**config.mk**
```make
export PLATFORM = sky130hd
export DESIGN_NAME = pipe_stage_skid
export DESIGN_NICKNAME = d
export VERILOG_FILES = /design/src/rtl/pipe_pkg.sv /design/src/rtl/pipe_slot.sv /design/src/rtl/pipe_stage_skid.sv
export SDC_FILE = /design/constraint.sdc
export NUM_CORES = 1
export LEC_CHECK = 0
export CORE_ASPECT_RATIO = 1.2
export CORE_MARGIN = 2
export CORE_UTILIZATION = 35
export CTS_BUF_LIST = sky130_fd_sc_hd__clkbuf_16
export DETAILED_ROUTE_END_ITERATION = 10
export GPL_TIMING_DRIVEN = 0
export RECOVER_POWER = 100
export SYNTH_ARGS = -nofsm -noshare
export SYNTH_HDL_FRONTEND = slang
export SYNTH_SLANG_ARGS = --single-unit
```
**constraint.sdc**
```tcl
create_clock -name clk -period 4.2 [get_ports clk]
set_input_delay 0.84 -clock clk [delete_from_list [all_inputs] [get_ports clk]]
set_output_delay 0.84 -clock clk [all_outputs]
set_load 0.05 [all_outputs]
```
**src/rtl/pipe_pkg.sv**
```systemverilog
// Shared RV32 pipeline types: MEM/WB payload layout and the widths derived from it.
package pipe_pkg;

   localparam int XLEN       = 32;
   localparam int REG_ADDR_W = 5;

   typedef struct packed {
      logic [XLEN-1:0]       mem_data;
      logic [XLEN-1:0]       alu_result;
      logic [REG_ADDR_W-1:0] rd;
   } mem_wb_data_t;

   typedef struct packed {
      logic reg_write;
      logic mem_to_reg;
   } mem_wb_ctrl_t;

   localparam int MEM_WB_DATA_W = $bits(mem_wb_data_t);
   localparam int MEM_WB_CTRL_W = $bits(mem_wb_ctrl_t);

endpackage

```
**src/rtl/pipe_slot.sv**
```systemverilog
// One pipeline holding slot: valid bit plus data and control registers.
// Priority: flush, then load, then clear; control is zeroed whenever valid drops.
module pipe_slot #(
   parameter int DATA_W = 69,
   parameter int CTRL_W = 2
) (
   input  logic              clk,
   input  logic              reset_n,
   input  logic              flush,
   input  logic              load,
   input  logic              clear,
   input  logic [DATA_W-1:0] load_data,
   input  logic [CTRL_W-1:0] load_ctrl,
   output logic              valid,
   output logic [DATA_W-1:0] data,
   output logic [CTRL_W-1:0] ctrl
);

   // NOTE: data is reset too, so the output bus is defined (zero) straight out of reset.
   always_ff @(posedge clk or negedge reset_n) begin
      if (!reset_n) begin
         valid <= 1'b0;
         data  <= '0;
         ctrl  <= '0;
      end else if (flush) begin
         valid <= 1'b0;
         ctrl  <= '0;
      end else if (load) begin
         valid <= 1'b1;
         data  <= load_data;
         ctrl  <= load_ctrl;
      end else if (clear) begin
         valid <= 1'b0;
         ctrl  <= '0;
      end
   end

endmodule

```
**src/rtl/pipe_stage_skid.sv**
```systemverilog
// Generic pipeline stage register with valid/ready handshake, flush and optional
// 2-entry skid buffer that breaks the combinational ready path from downstream.
module pipe_stage_skid import pipe_pkg::*; #(
   parameter int DATA_W = MEM_WB_DATA_W,
   parameter int CTRL_W = MEM_WB_CTRL_W,
   parameter int SKID   = 1,
   parameter int CNT_W  = 16
) (
   input  logic              clk,
   input  logic              reset_n,
   input  logic              in_valid,
   output logic              in_ready,
   input  logic [DATA_W-1:0] in_data,
   input  logic [CTRL_W-1:0] in_ctrl,
   input  logic              flush,
   output logic              out_valid,
   input  logic              out_ready,
   output logic [DATA_W-1:0] out_data,
   output logic [CTRL_W-1:0] out_ctrl,
   output logic [CNT_W-1:0]  stall_cnt
);

   localparam logic [CNT_W-1:0] CNT_MAX = '1;

   logic              main_valid;
   logic              main_load;
   logic              main_clear;
   logic [DATA_W-1:0] main_data;
   logic [DATA_W-1:0] main_load_data;
   logic [CTRL_W-1:0] main_ctrl;
   logic [CTRL_W-1:0] main_load_ctrl;
   logic              in_xfer;
   logic              out_xfer;

   assign in_xfer  = in_valid & in_ready;
   assign out_xfer = main_valid & out_ready;

   generate
      if (SKID != 0) begin : g_skid
         logic              skid_valid;
         logic              skid_load;
         logic [DATA_W-1:0] skid_data;
         logic [CTRL_W-1:0] skid_ctrl;

         // Ready depends only on the skid register, never on out_ready.
         assign in_ready       = !skid_valid;
         assign skid_load      = in_xfer & main_valid & !out_xfer;
         assign main_load      = (out_xfer & skid_valid) | (in_xfer & (!main_valid | out_xfer));
         assign main_load_data = skid_valid ? skid_data : in_data;
         assign main_load_ctrl = skid_valid ? skid_ctrl : in_ctrl;
         assign main_clear     = out_xfer;

         pipe_slot #(.DATA_W(DATA_W), .CTRL_W(CTRL_W)) u_skid (
            .clk       (clk),
            .reset_n   (reset_n),
            .flush     (flush),
            .load      (skid_load),
            .clear     (out_xfer & skid_valid),
            .load_data (in_data),
            .load_ctrl (in_ctrl),
            .valid     (skid_valid),
            .data      (skid_data),
            .ctrl      (skid_ctrl)
         );
      end else begin : g_direct
         assign in_ready       = !main_valid | out_ready;
         assign main_load      = in_xfer;
         assign main_load_data = in_data;
         assign main_load_ctrl = in_ctrl;
         assign main_clear     = out_xfer;
      end
   endgenerate

   pipe_slot #(.DATA_W(DATA_W), .CTRL_W(CTRL_W)) u_main (
      .clk       (clk),
      .reset_n   (reset_n),
      .flush     (flush),
      .load      (main_load),
      .clear     (main_clear),
      .load_data (main_load_data),
      .load_ctrl (main_load_ctrl),
      .valid     (main_valid),
      .data      (main_data),
      .ctrl      (main_ctrl)
   );

   assign out_valid = main_valid;
   assign out_data  = main_data;
   assign out_ctrl  = main_ctrl & {CTRL_W{main_valid}};

   // Counts backpressure cycles; flush deliberately leaves it alone.
   always_ff @(posedge clk or negedge reset_n) begin
      if (!reset_n) begin
         stall_cnt <= '0;
      end else if (out_valid && !out_ready && stall_cnt != CNT_MAX) begin
         stall_cnt <= stall_cnt + CNT_W'(1);
      end
   end

endmodule

```
==> metrics, run 1 <==
CP Capture Type=flop; outcome=finished, violations left; RR Startpoint=u_main.valid; Sequential Power Share=40.1%; slew margin rel.=-57.0%; Clock Skew=about 0.0084 ns; DRT iter0 DRCs=175; core area=around 19000 sq um; #FFs+latches synth=160; Die W=131 um; grt ovf=0; Largest stage delay, worst path=0.63 ns; fmax=287 MHz; H-tree level count=4; layout cells sized above 1=14.0%; Final Cell Area=9350 sq um; Nets=just over 800; Clock Pin Slew Worst Setup and Hold Paths=0.07 ns; worst min-delay path class=flop to flop; wire length per cell=16.7 um; largest net degree at the start of global routing=95; critical path arrival=3.78 ns; # DRC=0; crit share post-route=between 80 and 90%; routability cong.=0.782; hold buffer count at cts=0; FF-to-FF path depth=7; Clock Power Share=31.7%; Syn Nets=625; Pleak=3.87 nW; maximum VDD drop=about 0.27 mV; Max clock buf depth=2; Post-Syn Area=slightly below 7000 sq um; Worst Max-Slew Pin Slew=2.36 ns; cts bufs inserted=17; synth unique cells=37; synthesis-to-layout area growth=37.0%; # IOs=165; Skew-Pair Late Insertion Delay=0.42 ns; Sw Share=34.0%; diode count=0; failing checks=capacitance limit, slew limit; Total GRT Usage=16.5%; pwr dens=about 560 nW/um^2; Crit path required time=4.50 ns; max-cap viol count=1; YS warnings=0; hold path depth=1; Hold Path Origin=g_skid.u_skid.data[64]; crit path kind=primary input to flop; Post-DP Area=8820 sq um; worst-path fanout max=10; P_sw=0.00177 W; initial antenna violation count=0; Hold EP=g_skid.u_skid.data[64]; PortBufs=between 150 and 200; WL final=~17000 um; crit-path cells=dlygate4sd3_1 -> inv_1 -> nand2_1 -> or3_1 -> clkbuf_1 -> clkbuf_1 -> clkbuf_1 -> mux2_1; vias in the first global route=5211; FP Rows=55; Comb pwr share=28.1%; Final setup viols=0; Pint=0.00344 W; DP HPWL=roughly 12000 um; CP most frequent cell=clkbuf_1; CP Launch Point=out_ready; Final Hold Viols=0; unrepaired setup endpoints after global routing=false; CP Buf/Inv Count=5; startpoint types=primary input; min Tclk post-route=~3.5 ns; reg-to-reg critical path endpoint=g_skid.u_skid.data[60]; setup_tns=0 ns; drt via density=4.85; Antenna Nets Post-Route=0; Max stage delay cell, worst path=dlygate4sd3_1; CP top delay family=buffers and inverters; Slew Limit Fails=94; global-route wire length before repair=27000 um; DIE HEIGHT=157 um; Post-Syn Instances=548; DIE AREA=between 20000 and 25000 sq um; post_cts resized=0; clk sinks=between 150 and 200; Via Count=4850; Clock Tree Root=clkbuf_16; Pre-antenna DRT Iters=4; CTS tree=built; Setup Fix Bufs, Post-CTS=0; initial core utilization=~36%; r2r setup slk=approximately 1.3 ns; Seq/Total Area, Yosys=58.7%; syn_area_per_cell=about 12 sq um
synthesized netlist by cell type (all sizes together):
master  instances  area (sq um)
or2             1          6.26
nand3b          1          7.51
nand2b          1          13.8
xnor2           1          8.76
nor4            4          40.0
inv             2          7.51
nor2b           1          6.26
nor3            7          35.0
ha              1          12.5
a21oi          76           380
nor4b           2          17.5
mux2           72           848
a31oi           2          12.5
a22o            4          35.0
and2            2          12.5
nor3b           1          7.51
and4b           1          10.0
a221oi          1          15.0
or3b            1          8.76
mux2i          69           691
o21ai           1          5.00
o21a            1          7.51
buf            28           146
nand3           4          20.0
dfrtp         160          4000
clkbuf          4          15.0
nand4           5          31.3
nor2           73           274
or3             1          6.26
xor2           12           105
nand2           9          36.3
kinds of logic (layout without fill, tap and decap cells):
| family | Yosys count | after routing | synth area share (%) |
|---|---|---|---|
| xor gates and xnor gates | 13 | 13 | 1.67 |
| DFF | 160 | 160 | 58.7 |
| adders and majority gates | 1 | 1 | 0.183 |
| muxes | 141 | 141 | 22.5 |
| buffers and inverters | 34 | 230 | 2.47 |
| AOI/OAI and AO/OA | 85 | 85 | 6.67 |
| and+or+nand+nor | 114 | 114 | 7.81 |
layer usage:
| metal | track usage, % | share of wire, % | up-vias | wire [um] |
|---|---|---|---|---|
| li1 | - | - | 2287 | - |
| met1 | 20.0 | 43 | 2417 | 7210 |
| met2 | 28.3 | 50 | 123 | 8330 |
| met3 | 4.77 | 4.6 | 23 | 764 |
| met4 | 6.06 | 2.3 | 0 | 376 |
| met5 | 0 | 0 | - | 0 |
cell usage in the layout (no fill, tap or decap), drive strengths merged, types with 8 or more instances in the layout:
master,n
clkdlybuf4s50,73
clkbuf,39
dfrtp,160
buf,12
dlygate4sd3,90
mux2i,69
inv,8
nor2,73
mux2,72
nand2,9
xor2,12
a21oi,76
area by class of cell:
class / count / area (sq um)
inverters: 2 / 7.51
fillers: 1780 / 9640
repair buffers: 165 / 1660
plain buffers: 32 / 129
clock inverters: 14 / 203
flip-flops and latches: 160 / 4000
multi-input cells: 354 / 2600
clock buffers: 17 / 425
well taps: 256 / 320
power groups by stage:
stage / Sequential, W / Clock (W) / Combinational, W
2_1_floorplan: 0.00265 / 0 / 0.000446
3_3_place_gp: 0.00211 / 0 / 0.00154
3_5_place_dp: 0.00213 / 0 / 0.00156
4_1_cts: 0.00210 / 0.00171 / 0.00157
5_1_grt: 0.00214 / 0.00177 / 0.00156
6_report: 0.00209 / 0.00166 / 0.00147
worst max-delay path by stage:
stage | depth (start not counted) | end | slack, ns
4_1_cts | 4 | in_ready | 0.80
2_1_floorplan | 3 | in_ready | 2.02
3_5_place_dp | 7 | u_main.data[22] | 1.21
6_report | 8 | g_skid.u_skid.data[60] | 0.72
5_1_grt | 8 | g_skid.u_skid.data[60] | 0.50
3_3_place_gp | 1 | g_skid.u_skid.data[41] | -4.12
registers in the layout (all words and copies together), names as in the netlist:
register / cells
g_skid.u_skid.data: 69
g_skid.u_skid.valid: 1
stall_cnt: 16
u_main.data: 69
u_main.valid: 1
g_skid.u_skid.ctrl: 2
u_main.ctrl: 2
stage by stage:
step	power [W]	util, %	worst slack [ns]	cells	hold WS (ns)
2_1_floorplan	0.00309	-	2.02	548	0.465
3_3_place_gp	0.00365	46.3	-4.12	968	0.486
3_5_place_dp	0.00369	46.4	1.21	969	0.483
4_1_cts	0.00538	49.7	0.799	1000	0.502
5_1_grt	0.00547	49.2	0.502	1000	0.511
6_report	0.00522	49.2	0.715	1000	0.495
Power figures use the tool's default switching activity.
==> run 2, diff against run 1 <==
- clock period: 4.2 -> 3.2 ns (I/O delays scaled with it)
==> run 2 against run 1 <==
The flow still finishes with violations (capacitance limit, slew limit); combinational power increased by 31%; flip-flop and latch count stayed put; first-iteration DRC count decreased by 5.7%; non-clock buffer count decreased by 1; final cell count is 0.10% lower; count of clock-buffer cells in the layout stayed put; global-route usage barely moved; cell area is 0.15% higher; sequential share of layout area down 0.063 points; total power is 31% higher; clock power up 31%; die area unchanged.
==> metrics, run 2 (same netlist as run 1, synthesis figures left out) <==
Clock Skew=0.00820 ns (was 0.00841 ns); Total GRT Usage=16.5% (about the same); CP Capture Type=flop (unchanged); core area=19000 sq um (unchanged); max-cap viol count=1 (unchanged); DIE HEIGHT=157 um (unchanged); Max stage delay cell, worst path=a221oi_1 (was dlygate4sd3_1); diode count=0 (unchanged); Max clock buf depth=2 (unchanged); synthesis-to-layout area growth=37.2% (was 37.0%); layout cells sized above 1=15.2% (was 14.0%); Sequential Power Share=40.1% (about the same); Via Count=4825 (was 4850); failing checks=capacitance limit, slew limit (unchanged); Comb pwr share=28.1% (about the same); pwr dens=731 nW/um^2 (was 558 nW/um^2); setup ws final=0.392 ns (was 0.715 ns); FF-to-FF path depth=5 (was 7); DRT iter0 DRCs=165 (was 175); post_cts resized=0 (unchanged); critical path arrival=3.09 ns (was 3.78 ns); wire length per cell=16.6 um (was 16.7 um); setup_tns=0 ns (unchanged); Pleak=3.90 nW (was 3.87 nW); Largest regs=g_skid.u_skid.data x69, u_main.data x69, stall_cnt x16 (unchanged); largest net degree at the start of global routing=95 (unchanged); Nets=808 (was 809); slew margin rel.=-57.1% (was -57.0%); DP HPWL=11800 um (unchanged); fmax=between 300 and 400 MHz; initial antenna violation count=0 (unchanged); unrepaired setup endpoints after global routing=false (unchanged); # DRC=0 (unchanged); Pint=0.00452 W (was 0.00344 W); H-tree level count=4 (unchanged); Slew Limit Fails=94 (unchanged); FP Rows=55 (unchanged); Final setup viols=0 (unchanged); global-route wire length before repair=27000 um (about the same); Worst Max-Slew Pin Slew=2.36 ns (about the same); Critical Path Stages=6 (was 8); r2r setup slk=0.64 ns (was 1.32 ns); Sw Share=34.0% (about the same); Placed Cells=969 (unchanged); worst min-delay path class=flop to flop (unchanged); Largest stage delay, worst path=0.71 ns (was 0.63 ns); CP Buf/Inv Count=4 (was 5); Crit path required time=3.48 ns (was 4.50 ns); P_sw=0.00233 W (was 0.00177 W); fillers=1779 (was 1780); Skew-Pair Late Insertion Delay=0.42 ns (about the same); commonest non-fill, non-tap cell in the layout=dfrtp_1 (unchanged); drt via density=4.83 (was 4.85); Cell Count, Final, Fillers Out=999 (was 1000); hold buffer count at cts=0 (unchanged); maximum VDD drop=0.354 mV (was 0.269 mV); worst-path fanout max=10 (unchanged); CTS tree=built (unchanged); initial core utilization=35.9% (unchanged); outcome=finished, violations left (unchanged); Die W=131 um (unchanged); startpoint types=primary input (unchanged); vias in the first global route=5210 (was 5211); Setup Fix Bufs, Post-CTS=0 (unchanged); hold path depth=1 (unchanged); WL final=16600 um (was 16700 um); most frequent cells in the layout=160 x dfrtp_1, 90 x dlygate4sd3_1, 76 x a21oi_1, 73 x nor2_1, 73 x clkdlybuf4s50_1 (unchanged); clk sinks=160 (unchanged); Clock Tree Root=clkbuf_16 (unchanged); Final Hold Viols=0 (unchanged); Antenna Nets Post-Route=0 (unchanged); dpl ws=0.407 ns (was 1.21 ns); crit share post-route=87.8%; Clock Pin Slew Worst Setup and Hold Paths=0.07 ns (about the same); routability cong.=0.782 (unchanged); crit path kind=primary input to flop (unchanged); min Tclk post-route=2.81 ns; PortBufs=164 (unchanged); Pre-antenna DRT Iters=4 (unchanged); cts bufs inserted=17 (unchanged); grt ovf=0 (unchanged); crit-path cells=dlygate4sd3_1 -> inv_1 -> a221oi_1 -> clkbuf_1 -> clkbuf_2 -> a21oi_1 (was dlygate4sd3_1 -> inv_1 -> nand2_1 -> or3_1 -> clkbuf_1 -> clkbuf_1 -> clkbuf_1 -> mux2_1); Clock Power Share=31.8% (was 31.7%); # IOs=165 (unchanged); DIE AREA=20600 sq um (unchanged); CP top delay family=buffers and inverters (unchanged)
run 2: cell types whose count changed in the layout (fill, tap and decap cells not counted):
cell,before,now
buf_2,4,7
buf_6,0,1
clkbuf_1,21,11
clkbuf_2,1,6
run 2: cell type report:
type / count / area (sq um) / area share (%)
clock inverters: 14 / 203 / 2.16
repair buffers: 165 / 1660 / 17.8
plain buffers: 31 / 143 / 1.52
inverters: 2 / 7.51 / 0.0802
multi-input cells: 354 / 2600 / 27.7
flip-flops and latches: 160 / 4000 / 42.8
clock buffers: 17 / 425 / 4.54
well taps: 256 / 320 / 3.42
run 2: power groups by stage:
| stage | logic (W) | clock network, W | registers, W |
|---|---|---|---|
| 4_1_cts | 0.00206 | 0.00224 | 0.00276 |
| 3_3_place_gp | 0.00202 | 0 | 0.00277 |
| 2_1_floorplan | 0.000585 | 0 | 0.00348 |
| 3_5_place_dp | 0.00205 | 0 | 0.00279 |
| 5_1_grt | 0.00205 | 0.00232 | 0.00281 |
| 6_report | 0.00193 | 0.00217 | 0.00275 |
run 2: metrics by stage:
step                      hold slack [ns]  utilization (%)  total power, W  area, sq um
final                               0.495             49.3         0.00685         9360
after global routing                0.511             49.3         0.00718         9360
after CTS                           0.334             49.7         0.00706         9440
after detailed placement            0.483             46.4         0.00485         8820
after global placement              0.486             46.3         0.00479         8790
after floorplan                     0.344                -         0.00406         6830
run 2: layer usage:
| metal | wire [um] | up-vias | global-route usage (%) |
|---|---|---|---|
| li1 | - | 2283 | - |
| met1 | 7220 | 2404 | 19.8 |
| met2 | 8280 | 115 | 28.4 |
| met3 | 737 | 23 | 4.77 |
| met4 | 374 | 0 | 6.06 |
| met5 | 0 | - | 0 |
run 2: path summary, 6_finish.rpt:
kind	start	end
max	out_ready	u_main.data[55]
min	g_skid.u_skid.data[64]	g_skid.u_skid.data[64]
max reg2reg	stall_cnt[0]	stall_cnt[1]
min reg2reg	g_skid.u_skid.data[64]	g_skid.u_skid.data[64]
max in group asynchronous	reset_n	u_main.data[32]
min in group asynchronous	reset_n	g_skid.u_skid.data[61]
run 2: worst reg2reg max path, stage by stage, from the launching register on:
cell	delay [ns]
dfrtp_1	0.43
ha_1	0.28
nand4_1	0.12
nor4_1	1.11
nor2_1	0.19
mux2_2	0.33
==> run 3, diff against run 2 <==
- CORE_UTILIZATION: 35 -> 45
- PLACE_DENSITY: unset -> 0.77
==> run 3 against run 2 <==
The flow still finishes with violations (capacitance limit, slew limit); sequential share of layout area rose by 0.60 points; maximum frequency fell by 2.1%; utilization rose by 13 points; critical path depth rose by 2; register-to-register slack got worse by 0.02 ns; combinational power barely moved; global-route usage rose by 4.4 points; routed wire length fell by 1.3%; clock skew rose by 0.0020 ns; critical path type unchanged; largest cell class unchanged.
==> metrics, run 3 (same netlist as run 1, synthesis figures left out) <==
initial antenna violation count=0 (unchanged); FF+latch area=4000 sq um (unchanged); largest net degree at the start of global routing=82 (was 95); Sequential Power Share=41.5% (was 40.1%); Nets=808 (unchanged); cts bufs inserted=17 (unchanged); Antenna Nets Post-Route=0 (unchanged); # IOs=165 (unchanged); Post-DP Area=8750 sq um (was 8820 sq um); diode count=0 (unchanged); r2r setup slk=0.62 ns (was 0.64 ns); initial core utilization=45.8% (was 35.9%); worst-path fanout max=10 (unchanged); DIE AREA=16200 sq um (was 20600 sq um); Worst Max-Slew Pin Slew=2.01 ns (was 2.36 ns); wire length per cell=17.3 um (was 16.6 um); reg-to-reg critical path endpoint=stall_cnt[1] (unchanged); Comb pwr share=29.1% (was 28.1%); unrepaired setup endpoints after global routing=false (unchanged); commonest non-fill, non-tap cell in the layout=dfrtp_1 (unchanged); Clock Power Share=29.4% (was 31.8%); fillers=1233 (was 1779); min Tclk post-route=2.87 ns (was 2.81 ns); Slew Limit Fails=80 (was 94); drt via density=5.16 (was 4.83); Pleak=3.86 nW (was 3.90 nW); Total GRT Usage=20.9% (was 16.5%); DIE HEIGHT=139 um (was 157 um); global-route wire length before repair=26300 um (was 27000 um); Sw Share=34.7% (was 34.0%); RR Startpoint=stall_cnt[0] (unchanged); Multi-input gate area=2600 sq um (unchanged); PnR Total Power=0.00665 W (was 0.00685 W); CP Capture Type=flop (unchanged); clk sinks=160 (unchanged); DRT iter0 DRCs=246 (was 165); H-tree level count=4 (unchanged); critical path arrival=3.16 ns (was 3.09 ns); grt ovf=0 (unchanged); max-cap viol count=1 (unchanged); Pint=0.00434 W (was 0.00452 W); synthesis-to-layout area growth=35.2% (was 37.2%); WL final=16400 um (was 16600 um); Final Cell Area=9230 sq um (was 9360 sq um); hold buffer count at cts=0 (unchanged); worst min-delay path class=flop to flop (unchanged); fmax=349 MHz (was 356 MHz); Hold EP=g_skid.u_skid.data[67] (was g_skid.u_skid.data[64]); crit share post-route=89.6% (was 87.8%); Clock Skew=0.0102 ns (was 0.00820 ns); routability cong.=0.775 (was 0.782); FP Rows=49 (was 55); Skew-Pair Late Insertion Delay=0.42 ns (about the same); most frequent cells in the layout=160 x dfrtp_1, 89 x dlygate4sd3_1, 76 x a21oi_1, 74 x clkdlybuf4s50_1, 73 x nor2_1 (was 160 x dfrtp_1, 90 x dlygate4sd3_1, 76 x a21oi_1, 73 x nor2_1, 73 x clkdlybuf4s50_1); Clock Pin Slew Worst Setup and Hold Paths=0.06 ns (was 0.07 ns); Max clock buf depth=2 (unchanged); outcome=finished, violations left (unchanged); Largest regs=g_skid.u_skid.data x69, u_main.data x69, stall_cnt x16 (unchanged); crit path kind=primary input to flop (unchanged); PortBufs=164 (unchanged); P_sw=0.00231 W (was 0.00233 W); startpoint types=primary input (unchanged); slew margin rel.=-33.9% (was -57.1%); # DRC=0 (unchanged); hold path depth=1 (unchanged); pwr dens=720 nW/um^2 (was 731 nW/um^2); post-layout util=62.0% (was 49.3%); maximum VDD drop=0.484 mV (was 0.354 mV); Final Hold Viols=0 (unchanged); failing checks=capacitance limit, slew limit (unchanged); Final Hold Slack=0.497 ns (was 0.495 ns); Final setup viols=0 (unchanged); DP HPWL=11700 um (was 11800 um); CTS tree=built (unchanged); Hold Path Origin=g_skid.u_skid.data[67] (was g_skid.u_skid.data[64]); vias in the first global route=5315 (was 5210); Crit path required time=3.50 ns (was 3.48 ns); Die W=116 um (was 131 um); Via Count=4890 (was 4825); Clock Tree Root=clkbuf_16 (unchanged); Pre-antenna DRT Iters=4 (unchanged); FF-to-FF path depth=5 (unchanged); core area=14900 sq um (was 19000 sq um); CP Launch Point=out_ready (unchanged); layout cells sized above 1=14.1% (was 15.2%)
[run 3: final cells by class]
type | count | area share [%]
Clock buffer | 17 | 4.61
Sequential cell | 160 | 43.4
Tap cell | 204 | 2.76
Multi-Input combinational cell | 354 | 28.1
Clock inverter | 15 | 1.54
Inverter | 2 | 0.0813
Timing Repair Buffer | 165 | 18.0
Buffer | 31 | 1.49
[run 3: critical path, stage by stage]
cell and delay (ns):
dlygate4sd3_1 0.63, inv_1 0.08, nand2_1 0.16, or3_1 0.13
clkbuf_1 0.38, clkbuf_1 0.54, buf_6 0.25, mux2_1 0.34
[run 3: repair_timing]
action                     in CTS  in global routing
setup endpoints to repair       0                  1
hold endpoints to repair        0                  0
gates resized for setup         0                  0
setup buffers                   0                  0
[run 3: per-stage QoR]
stage	std cells	setup slack (ns)	setup TNS, ns
after floorplan	548	1.14	0
after global placement	916	-4.67	-744.86
after detailed placement	917	0.494	0
after CTS	949	0.0400	0
after global routing	948	0.188	0
final	948	0.333	0
[run 3: power by group through the flow]
| stage | clock, W | combinational [W] | sequential (W) |
|---|---|---|---|
| floorplan | 0 | 0.000585 | 0.00348 |
| detailed placement | 0 | 0.00206 | 0.00280 |
| global route | 0.00209 | 0.00205 | 0.00281 |
| global placement | 0 | 0.00200 | 0.00277 |
| finish | 0.00196 | 0.00194 | 0.00276 |
| CTS | 0.00200 | 0.00206 | 0.00277 |
[run 3: worst max path at each step]
stage                                  end  slack, ns  cells past startpoint
finish              g_skid.u_skid.data[58]       0.33                      8
global route               u_main.data[60]       0.19                      6
detailed placement                in_ready       0.49                      4
global placement              stall_cnt[8]      -4.67                      1
floorplan           g_skid.u_skid.data[58]       1.14                      7
CTS                               in_ready       0.04                      4
[run 3: metal layers]
layer / GRT usage (%) / routed length [um] / vias up
li1: - / - / 2291
met1: 25.3 / 6700 / 2443
met2: 35.1 / 8450 / 135
met3: 6.77 / 1010 / 21
met4: 6.77 / 239 / 0
met5: 0 / 0 / -
